File: config.mk
export PLATFORM = sky130hd
export DESIGN_NAME = mem_port_arbiter
export DESIGN_NICKNAME = d
export VERILOG_FILES = /design/src/rtl/mem_arb_pkg.sv /design/src/rtl/arb_pick2.sv /design/src/rtl/mem_port_arbiter.sv
export SDC_FILE = /design/constraint.sdc
export NUM_CORES = 1
export LEC_CHECK = 0
export CAP_MARGIN = 20
export CORE_AREA = 4 4 120 122
export DETAILED_ROUTE_END_ITERATION = 10
export DIE_AREA = 0 0 124 126
export DONT_BUFFER_PORTS = 1
export SLEW_MARGIN = 40
export SYNTH_ARGS = -nofsm -noshare
export SYNTH_HDL_FRONTEND = slang
export SYNTH_SLANG_ARGS = --single-unit
File: constraint.sdc
create_clock -name clk -period 2 [get_ports clk]
set_input_delay 0.3 -clock clk [delete_from_list [all_inputs] [get_ports clk]]
set_output_delay 0.3 -clock clk [all_outputs]
set_load 0.05 [all_outputs]
File: src/rtl/mem_arb_pkg.sv
// rtl/mem_arb_pkg.sv - shared types and requester ids for the memory port arbiter
package mem_arb_pkg;

  typedef enum logic [1:0] {
    IDLE  = 2'd0,
    ISSUE = 2'd1,
    WAIT  = 2'd2
  } state_e;

  localparam logic MID_IF  = 1'b0;
  localparam logic MID_LSU = 1'b1;

endpackage

File: src/rtl/arb_pick2.sv
// rtl/arb_pick2.sv - two-way winner select; MEM_ARB_RR_EN selects round-robin over fixed priority
module arb_pick2
  import mem_arb_pkg::*;
(
  input  logic [1:0] req_i,
  input  logic       last_winner_i,
  output logic       win_o,
  output logic       any_o
);

  assign any_o = |req_i;

`ifdef MEM_ARB_RR_EN
  // On contention the id that did not win last time goes first.
  always_comb begin
    win_o = MID_IF;
    if (&req_i)        win_o = ~last_winner_i;
    else if (req_i[1]) win_o = MID_LSU;
  end
`else
  logic unused_last_winner;
  assign unused_last_winner = last_winner_i;

  assign win_o = req_i[1] ? MID_LSU : MID_IF;
`endif

endmodule

File: src/rtl/mem_port_arbiter.sv
// rtl/mem_port_arbiter.sv - shares one single-outstanding memory port between IF (M0) and LSU (M1); MEM_ARB_RR_EN enables round-robin
module mem_port_arbiter
  import mem_arb_pkg::*;
#(
  parameter int ADDR_W = 32,
  parameter int DATA_W = 32
) (
  input  logic                clk,
  input  logic                rst,
  input  logic                m0_req,
  input  logic [ADDR_W-1:0]   m0_addr,
  input  logic                m0_we,
  input  logic [DATA_W-1:0]   m0_wdata,
  input  logic [DATA_W/8-1:0] m0_wstrb,
  output logic                m0_done,
  output logic [DATA_W-1:0]   m0_rdata,
  input  logic                m1_req,
  input  logic [ADDR_W-1:0]   m1_addr,
  input  logic                m1_we,
  input  logic [DATA_W-1:0]   m1_wdata,
  input  logic [DATA_W/8-1:0] m1_wstrb,
  output logic                m1_done,
  output logic [DATA_W-1:0]   m1_rdata,
  output logic                s_req,
  output logic [ADDR_W-1:0]   s_addr,
  output logic                s_we,
  output logic [DATA_W-1:0]   s_wdata,
  output logic [DATA_W/8-1:0] s_wstrb,
  input  logic                s_ready,
  input  logic                s_rvalid,
  input  logic [DATA_W-1:0]   s_rdata,
  output logic                sel
);

  state_e state_q, state_d;
  logic   owner_q, owner_d;
  logic   last_q, last_d;
  logic   win, any;
  logic   done;

  arb_pick2 u_pick (
    .req_i         ({m1_req, m0_req}),
    .last_winner_i (last_q),
    .win_o         (win),
    .any_o         (any)
  );

  always_ff @(posedge clk) begin
    if (rst) begin
      state_q <= IDLE;
      owner_q <= MID_IF;
      last_q  <= MID_LSU;
    end else begin
      state_q <= state_d;
      owner_q <= owner_d;
      last_q  <= last_d;
    end
  end

  always_comb begin
    state_d = state_q;
    owner_d = owner_q;
    last_d  = last_q;
    s_req   = 1'b0;
    done    = 1'b0;
    case (state_q)
      IDLE: begin
        if (any) begin
          owner_d = win;
          last_d  = win;
          state_d = ISSUE;
        end
      end
      ISSUE: begin
        s_req = 1'b1;
        if (s_ready) begin
          // A response in the accept cycle completes without visiting WAIT.
          if (s_rvalid) begin
            done    = 1'b1;
            state_d = IDLE;
          end else begin
            state_d = WAIT;
          end
        end
      end
      WAIT: begin
        if (s_rvalid) begin
          done    = 1'b1;
          state_d = IDLE;
        end
      end
      default: state_d = IDLE;
    endcase
  end

  assign sel     = owner_q;
  assign s_addr  = owner_q ? m1_addr  : m0_addr;
  assign s_we    = owner_q ? m1_we    : m0_we;
  assign s_wdata = owner_q ? m1_wdata : m0_wdata;
  assign s_wstrb = owner_q ? m1_wstrb : m0_wstrb;

  assign m0_done  = done & (owner_q == MID_IF);
  assign m1_done  = done & (owner_q == MID_LSU);
  assign m0_rdata = m0_done ? s_rdata : '0;
  assign m1_rdata = m1_done ? s_rdata : '0;

endmodule

After elaboration in Yosys (flattened, before gate mapping)
Cells that the tools add are included.
- output and inout port bits: 137
- word-level logic and storage cells: 30
- bits of input ports: 176
- register bits after elaboration: 3
- reductions and logical operators: 4
- bitwise operators: 3
- mux-type cells: 16
- equal/unequal tests: 5
- operators by type and width (cell ; number):
    two-way mux 32 bit ; 4
    two-way mux 2 bit ; 4
    != test 2 bit (second input constant) ; 3
    case mux 2 bit (3 select lines) ; 1
    two-way mux 1 bit ; 5
    two-way mux 4 bit ; 1
    AND reduction 3 bit ; 1
    AND 1 bit ; 2
    equality test 2 x 1 -> 1 bit (second input constant) ; 1
    equality test 2 bit (second input constant) ; 1
    zero test 2 bit ; 1
    case mux 1 bit (2 select lines) ; 1
    AND reduction 2 bit ; 1
    OR reduction 2 bit ; 1
    inverter 1 bit ; 1

Logic depth before layout (Yosys ltp)
Gate-level depths: netlist (run 1).
- word-level depth: 5
- mapped depth: 6
- mapped depth without buffers: 5

Hierarchy
From an unflattened synthesis (run 1), not the netlist that was laid out.
- cells, all modules: 182
- area total of the unflattened synthesis: 1575.3 um2
- modules (own cells, without submodules) (module ; cells an instance ; sequential area each (um2) ; instances ; area an instance (um2)):
    mem_port_arbiter ; 180 ; 80.1 ; 1 ; 1561.5
    arb_pick2 ; 2 ; 0.0 ; 1 ; 13.8

Least setup slack after synthesis (run 1)
Ideal clock, no wire load.
- kind: register to output
- start point: reg state_q[1]
- end point: out m1_rdata[22]
- cell stages (with the launch flop): 7
- arrival: 2.191 ns
- path slack: -0.491 ns
- cells stage by stage: dfxtp_1 -> inv_1 -> ha_1 -> a21oi_1 -> nor3b_2 -> buf_2 -> and2_1
- longest elaborated chain between the ends: 4
- elaborated cells on any way between the ends: 5
- RTL lines (what ; RTL line ; text):
    from (decl) ; mem_port_arbiter.sv:35 ; state_e state_q, state_d;
    from (signal assigned) ; mem_port_arbiter.sv:54 ; state_q <= state_d;
    equality test 2 bit or equality test 2 x 1 -> 1 bit (tied branches) ; mem_port_arbiter.sv:66 ; case (state_q)
    case mux 1 bit (2 select lines) * ; mem_port_arbiter.sv:66 ;
    AND 1 bit * ; mem_port_arbiter.sv:103 ; assign m1_done = done & (owner_q == MID_LSU);
    via m1_done ; mem_port_arbiter.sv:22 ; output logic m1_done,
    two-way mux 32 bit * ; mem_port_arbiter.sv:105 ; assign m1_rdata = m1_done ? s_rdata : '0;
    to (decl) ; mem_port_arbiter.sv:23 ; output logic [DATA_W-1:0] m1_rdata,
The timed path passes the listed nets; every way through them passes the cells marked *.

Worst setup path in the final report (run 1)
- start point: reg state_q[1]
- end point: out m1_rdata[0]
- longest elaborated chain between the ends: 4
- elaborated cells on any way between the ends: 5
- RTL lines (what ; RTL line):
    equality test 2 bit or equality test 2 x 1 -> 1 bit (tied branches) ; mem_port_arbiter.sv:66
    case mux 1 bit (2 select lines) * ; mem_port_arbiter.sv:66
    AND 1 bit * ; mem_port_arbiter.sv:103
    two-way mux 32 bit * ; mem_port_arbiter.sv:105
Every way passes the cells marked *; elsewhere a longest branch is shown, timed or not.

==> results.json, run 1 <==
{
  "outcome": "finished, violations left",
  "violations": "setup timing",
  "drt-pass1-iter-count": 4,
  "fin_util_pct": 21.7,
  "die-area_sq_mm": 0.0156,
  "power.static_leakage_uw": 0.00109,
  "setup.worst_path.start_class": "flip-flop",
  "setup_viol": 43,
  "crit_type": "reg2out",
  "max_freq_mhz": 478,
  "track_usage_pct": 11.6,
  "vias": 1573,
  "core-area_sq_mm": 0.0132,
  "drc_errors": 0,
  "synthCells": 171,
  "power.density_mw_per_mm2": 602,
  "crit_required_ns": 1.70,
  "cts_made_buffers": 3,
  "worst_slew_pin_slew_ns": 0.410,
  "insertion_delay_ns": 0.22,
  "grt-ovfl-total": 0,
  "clockRootBuffer": "clkbuf_16",
  "place_hpwl_um": 8410,
  "arrival_ns": 1.79,
  "synth_fp_nets": 350,
  "grt_pass1_wl_um": 12700,
  "yosysTopAreaCellShare_pct": 53.1,
  "die_h_um": 126,
  "clk_pin_slew_ns": 0.03,
  "cts.sinks": 3,
  "hold_viol_final": 0,
  "period_share_pct": 105,
  "area_delta_synth_final_pct": 95.9,
  "skew_ns": 0.00220,
  "synth_largest_area_cell": "mux2_2",
  "ys_warn_count": 0,
  "synth_cell_types": 20,
  "place.gp.congestion": 0.735,
  "endpoint_kind": "output pin",
  "nNetsFinal": 392,
  "ir_drop_mv": 0.236,
  "rsz0062_at_grt": "true",
  "maxSlewViolCount": 0,
  "port-buffer-count": 0,
  "synth_area_per_cell_sq_um": 8.56,
  "wl_per_cell_um": 26.2,
  "vias_per_cell": 4.03,
  "fillers": 1413,
  "design.portCount": 313,
  "wl_um": 10200,
  "fin_ws_ns": -0.0913,
  "die_w_um": 124,
  "grt_max_degree": 71,
  "clockBufferDepth": 2,
  "drt_iter0_drc": 43,
  "ant_nets": 0,
  "cts_hold_buf": 0,
  "pre_cts_ws_ns": -0.0765,
  "h-tree-depth": 1,
  "min_path_type": "in2reg",
  "drive_gt1_share_pct": 94.3,
  "grt_pass1_vias": 1794,
  "antenna_found_initial": 1,
  "ys_seq_elements": 3,
  "ff_latch_area_sq_um": 71.3,
  "start_util_pct": 11.1,
  "fp-row-count": 42,
  "synth_area_sq_mm": 0.00146,
  "cts_tree": "built",
  "synth_area_leaders": "mux2_2 53%, and2_1 27%, dfxtp_1 4.1%, buf_2 3.4%, ha_1 2.6%",
  "yosysSeqAreaShare_pct": 4.10,
  "multiInputGateArea_sq_mm": 0.00155,
  "period_needed_ns": 2.09,
  "maxSlewHeadroom_pct": 72.7,
  "drv_cap": 0,
  "path_max_fanout": 4
}
[timing repair]
action,4_1_cts,5_1_grt
setup buffers,6,1
pin swaps,25,39
gates cloned,5,2
gates resized for setup,94,9
endpoints found under the setup margin,66,66
[where the power goes]
| group | total (uW) | internal (uW) | switching, uW | leakage, uW |
|---|---|---|---|---|
| sequential | 90.3 | 71.9 | 18.4 | 0.0000267 |
| combinational | 1320 | 349 | 969 | 0.00102 |
| clock | 318 | 263 | 55.1 | 0.0000382 |
| total | 1730 | 684 | 1040 | 0.00109 |
[synth_stat cells]
master,instances
a311oi_1,2
nor3b_1,1
clkbuf_2,2
or3b_1,1
nand2_1,2
mux2_2,69
a22oi_1,1
a21oi_1,1
nor3b_2,1
nor3_2,1
clkbuf_1,2
inv_1,3
a41o_2,1
dfxtp_1,3
nor2_1,1
buf_2,10
and2_1,64
a31oi_1,1
ha_1,3
nand2b_1,2
[stage by stage]
step / total power [uW] / hold WS (ns) / std cells / setup TNS [ns] / cell area (sq um)
floorplan: 1150 / 0.365 / 171 / 0 / 1530
global placement: 1290 / 0.364 / 371 / 0 / 2380
detailed placement: 1320 / 0.371 / 371 / -1.47 / 2380
CTS: 1720 / 0.134 / 386 / -2.79 / 2800
global route: 1780 / 0.128 / 388 / -5.95 / 2860
finish: 1730 / 0.135 / 390 / -2.56 / 2870
[cell usage in the layout (no fill, tap or decap), drive strengths merged]
cell type / Yosys / layout
nor3b: 2 / 2
diode: 0 / 2
nor2: 1 / 1
ha: 3 / 3
nand2: 2 / 2
a31oi: 1 / 1
buf: 10 / 49
and2: 64 / 64
clkbuf: 4 / 6
a22oi: 1 / 1
or3b: 1 / 1
a41o: 1 / 1
inv: 3 / 3
a311oi: 2 / 2
mux2: 69 / 69
dfxtp: 3 / 3
a21oi: 1 / 1
nand2b: 2 / 2
nor3: 1 / 1
[layout make-up]
class	count	share of cell area (%)
timing repair buffer	51	32.1
tap	176	7.68
inverter	3	0.654
clock buffer	4	2.75
multi-input combinational	151	54.2
sequential	3	2.49
antenna	2	0.175
[path summary, 6_finish.rpt]
path | from | to | slack, ns | cells past startpoint
setup / recovery | state_q[1] | m1_rdata[0] | -0.09 | 9
hold / removal | rst | sel | 0.13 | 1
setup reg to reg | state_q[0] | state_q[1] | 0.38 | 5
hold reg to reg | sel | sel | 0.59 | 2
[routing by layer]
layer | share of wire [%] | track usage, % | wire length (um) | up-vias
li1 | - | - | - | 674
met4 | 1.3 | 2.26 | 131 | 0
met5 | 0 | 0 | 0 | -
met2 | 59 | 24.0 | 6000 | 175
met3 | 11 | 4.39 | 1110 | 8
met1 | 29 | 10.2 | 2980 | 716
[worst max-delay path, cell delays in order (launching register included)]
cell and delay, ns:
dfxtp_4 0.37, buf_6 0.10, ha_4 0.14, a21oi_4 0.04, buf_6 0.12, nor3b_4 0.21, buf_6 0.17, clkbuf_16 0.15
and2_4 0.14, buf_12 0.13
[cell families after synthesis]
family	share of synthesized area, %
fa+ha+maj	2.56
mux	53.1
simple gates	31.6
compound gates	3.25
buf+inv	5.38
flops	4.10
[flip-flops by register name (all words and copies together), names as in the netlist]
name,count
state_q,2
sel,1
No activity file was read; power rests on OpenSTA's default activity.
==> run 2, diff against run 1 <==
--- a/config.mk
+++ b/config.mk
@@ -14,3 +14,4 @@
 export SYNTH_ARGS = -nofsm -noshare
 export SYNTH_HDL_FRONTEND = slang
 export SYNTH_SLANG_ARGS = --single-unit
+export TNS_END_PERCENT = 50
==> constraint.sdc (replaced) <==
create_clock -name clk -period 2 [get_ports clk]
set_input_delay 0.3 -clock clk [delete_from_list [all_inputs] [get_ports clk]]
set_output_delay 0.3 -clock clk [all_outputs]
set_load 0.01 [all_outputs]
==> results.json, run 2 (synthesis gave the netlist of run 1 again) <==
{
  "instances_no_fill": 346,
  "cp_cell_sequence": "inv_2 -> ha_1 -> a21oi_2 -> nor3b_4 -> buf_6 -> clkbuf_16 -> and2_4",
  "core-area_sq_mm": 0.0132,
  "worst_path_largest_cell_delay_ns": 0.33,
  "busiest_layer": "met2",
  "largest_reg_flops": 2,
  "clockBufferDepth": 2,
  "crit_type": "reg2out",
  "maxSlewHeadroom_pct": 74.5,
  "die_w_um": 124,
  "min_path_type": "in2reg",
  "rsz0062_at_grt": "false",
  "maxSlewViolCount": 0,
  "hold_viol_final": 0,
  "grt_pass1_wl_um": 9140,
  "cp_slowest_cell": "dfxtp_2",
  "power.density_mw_per_mm2": 509,
  "ir_drop_mv": 0.580,
  "h-tree-depth": 1,
  "nNetsFinal": 350,
  "placed_area_sq_mm": 0.00170,
  "p_int_uw": 591,
  "use_met3_pct": 1.61,
  "crit_required_ns": 1.70,
  "period_share_pct": 97.6,
  "design.portCount": 313,
  "vias_per_cell": 4.06,
  "grt-ovfl-total": 0,
  "ant_nets": 0,
  "period_needed_ns": 1.95,
  "die-area_sq_mm": 0.0156,
  "p_clk_share_pct": 32.4,
  "combPwrFrac_pct": 59.2,
  "vias": 1405,
  "wl_um": 8240,
  "swShare_pct": 40.8,
  "path_max_fanout": 8,
  "pre_cts_ws_ns": 0.247,
  "seq_power_share_pct": 8.3,
  "area_delta_synth_final_pct": 34.2,
  "antenna_cells": 0,
  "drive_gt1_share_pct": 72.9,
  "reg2reg_from": "state_q[1]",
  "place.gp.congestion": 0.755,
  "endpoint": "m1_rdata[28]",
  "track_usage_pct": 8.12,
  "setup_viol": 0,
  "outcome": "finished clean",
  "setup.worst_path.start_class": "flip-flop",
  "fin_ws_ns": 0.0476,
  "drv_cap": 0,
  "antenna_found_initial": 0,
  "cts.sinks": 3,
  "cp-startpoint": "state_q[1]",
  "drt-pass1-iter-count": 4,
  "final_common_cell": "mux2_2",
  "fp-row-count": 42,
  "cts_tree": "built",
  "placedCellCount": 338,
  "ff2ff_path_depth": 5,
  "die_h_um": 126,
  "clk_pin_slew_ns": 0.03,
  "timing.rr.end": "state_q[1]",
  "grtUsageMet2_pct": 14.5,
  "arrival_ns": 1.65,
  "endpoint_kind": "output pin",
  "final_cell_mix": "69 x mux2_2, 32 x and2_4, 32 x and2_1",
  "final_area_sq_mm": 0.00196,
  "clockRootBuffer": "clkbuf_16",
  "cts_hold_buf": 0,
  "start_util_pct": 11.1,
  "grt_use_met1_pct": 9.75,
  "rrSetupSlack_ns": 0.55,
  "port-buffer-count": 0,
  "regMostFlops": "state_q",
  "cts_made_buffers": 3,
  "grt_max_degree": 71,
  "worst_slew_pin_slew_ns": 0.382,
  "max_freq_mhz": 512,
  "place_hpwl_um": 7050,
  "fin_setup_tns_ns": 0,
  "wl_per_cell_um": 23.8,
  "grt_pass1_vias": 1421,
  "insertion_delay_ns": 0.23,
  "power.static_leakage_uw": 0.000704,
  "drc_errors": 0,
  "drt_iter0_drc": 68,
  "skew_ns": 0.00346,
  "p_switching_uw": 408
}
-- run 2: cell types whose count changed in the layout (fill, tap and decap cells not counted), sizes merged --
cell	change
diode	-2
buf	-42
-- run 2: how the worst min path moves through the flow --
stage	start	to	slack, ns	depth (start not counted)
floorplan	rst	state_q[0]	0.37	1
global placement	rst	sel	0.36	1
detailed placement	rst	sel	0.37	1
CTS	rst	sel	0.14	1
global route	rst	sel	0.13	1
finish	rst	sel	0.14	1
-- run 2: stage by stage --
stage | hold slack, ns | util (%) | total power, uW
CTS | 0.139 | 13.5 | 979
global placement | 0.365 | 12.9 | 635
global route | 0.135 | 14.9 | 1050
detailed placement | 0.374 | 12.9 | 647
finish | 0.140 | 14.9 | 1000
floorplan | 0.372 | - | 531
-- run 2: area by class of cell --
class | instances | area [sq um]
fillers | 1485 | 11200
multi-input cells | 151 | 1440
well taps | 176 | 220
repair buffers | 9 | 151
clock buffers | 4 | 78.8
flip-flops and latches | 3 | 66.3
inverters | 3 | 11.3
-- run 2: power groups by stage --
stage                     Combinational (uW)  Clock [uW]  Sequential [uW]
final                                    592         324             83.3
after global routing                     627         336             83.9
after CTS                                570         330             79.8
after detailed placement                 566           0             80.5
after global placement                   556           0             78.9
after floorplan                          456           0             75.6
-- run 2: critical path: cells and delay by family, from the launching register on --
kind                       cells  cell delay, ns
DFF                            1            0.33
and+or+nand+nor                2            0.24
adders and majority gates      1            0.22
AOI/OAI and AO/OA              1            0.27
buffers and inverters          3            0.36
-- run 2: routing by layer --
metal | share of wire [%] | wire length [um]
met5 | 0 | 0
met2 | 51 | 4210
met1 | 38 | 3100
met4 | 0.95 | 78
met3 | 10 | 849
-- run 2: repair_timing --
| action | CTS | global route |
|---|---|---|
| setup buffers | 0 | 1 |
| endpoints found under the setup margin | 0 | 64 |
| gates resized for setup | 0 | 43 |
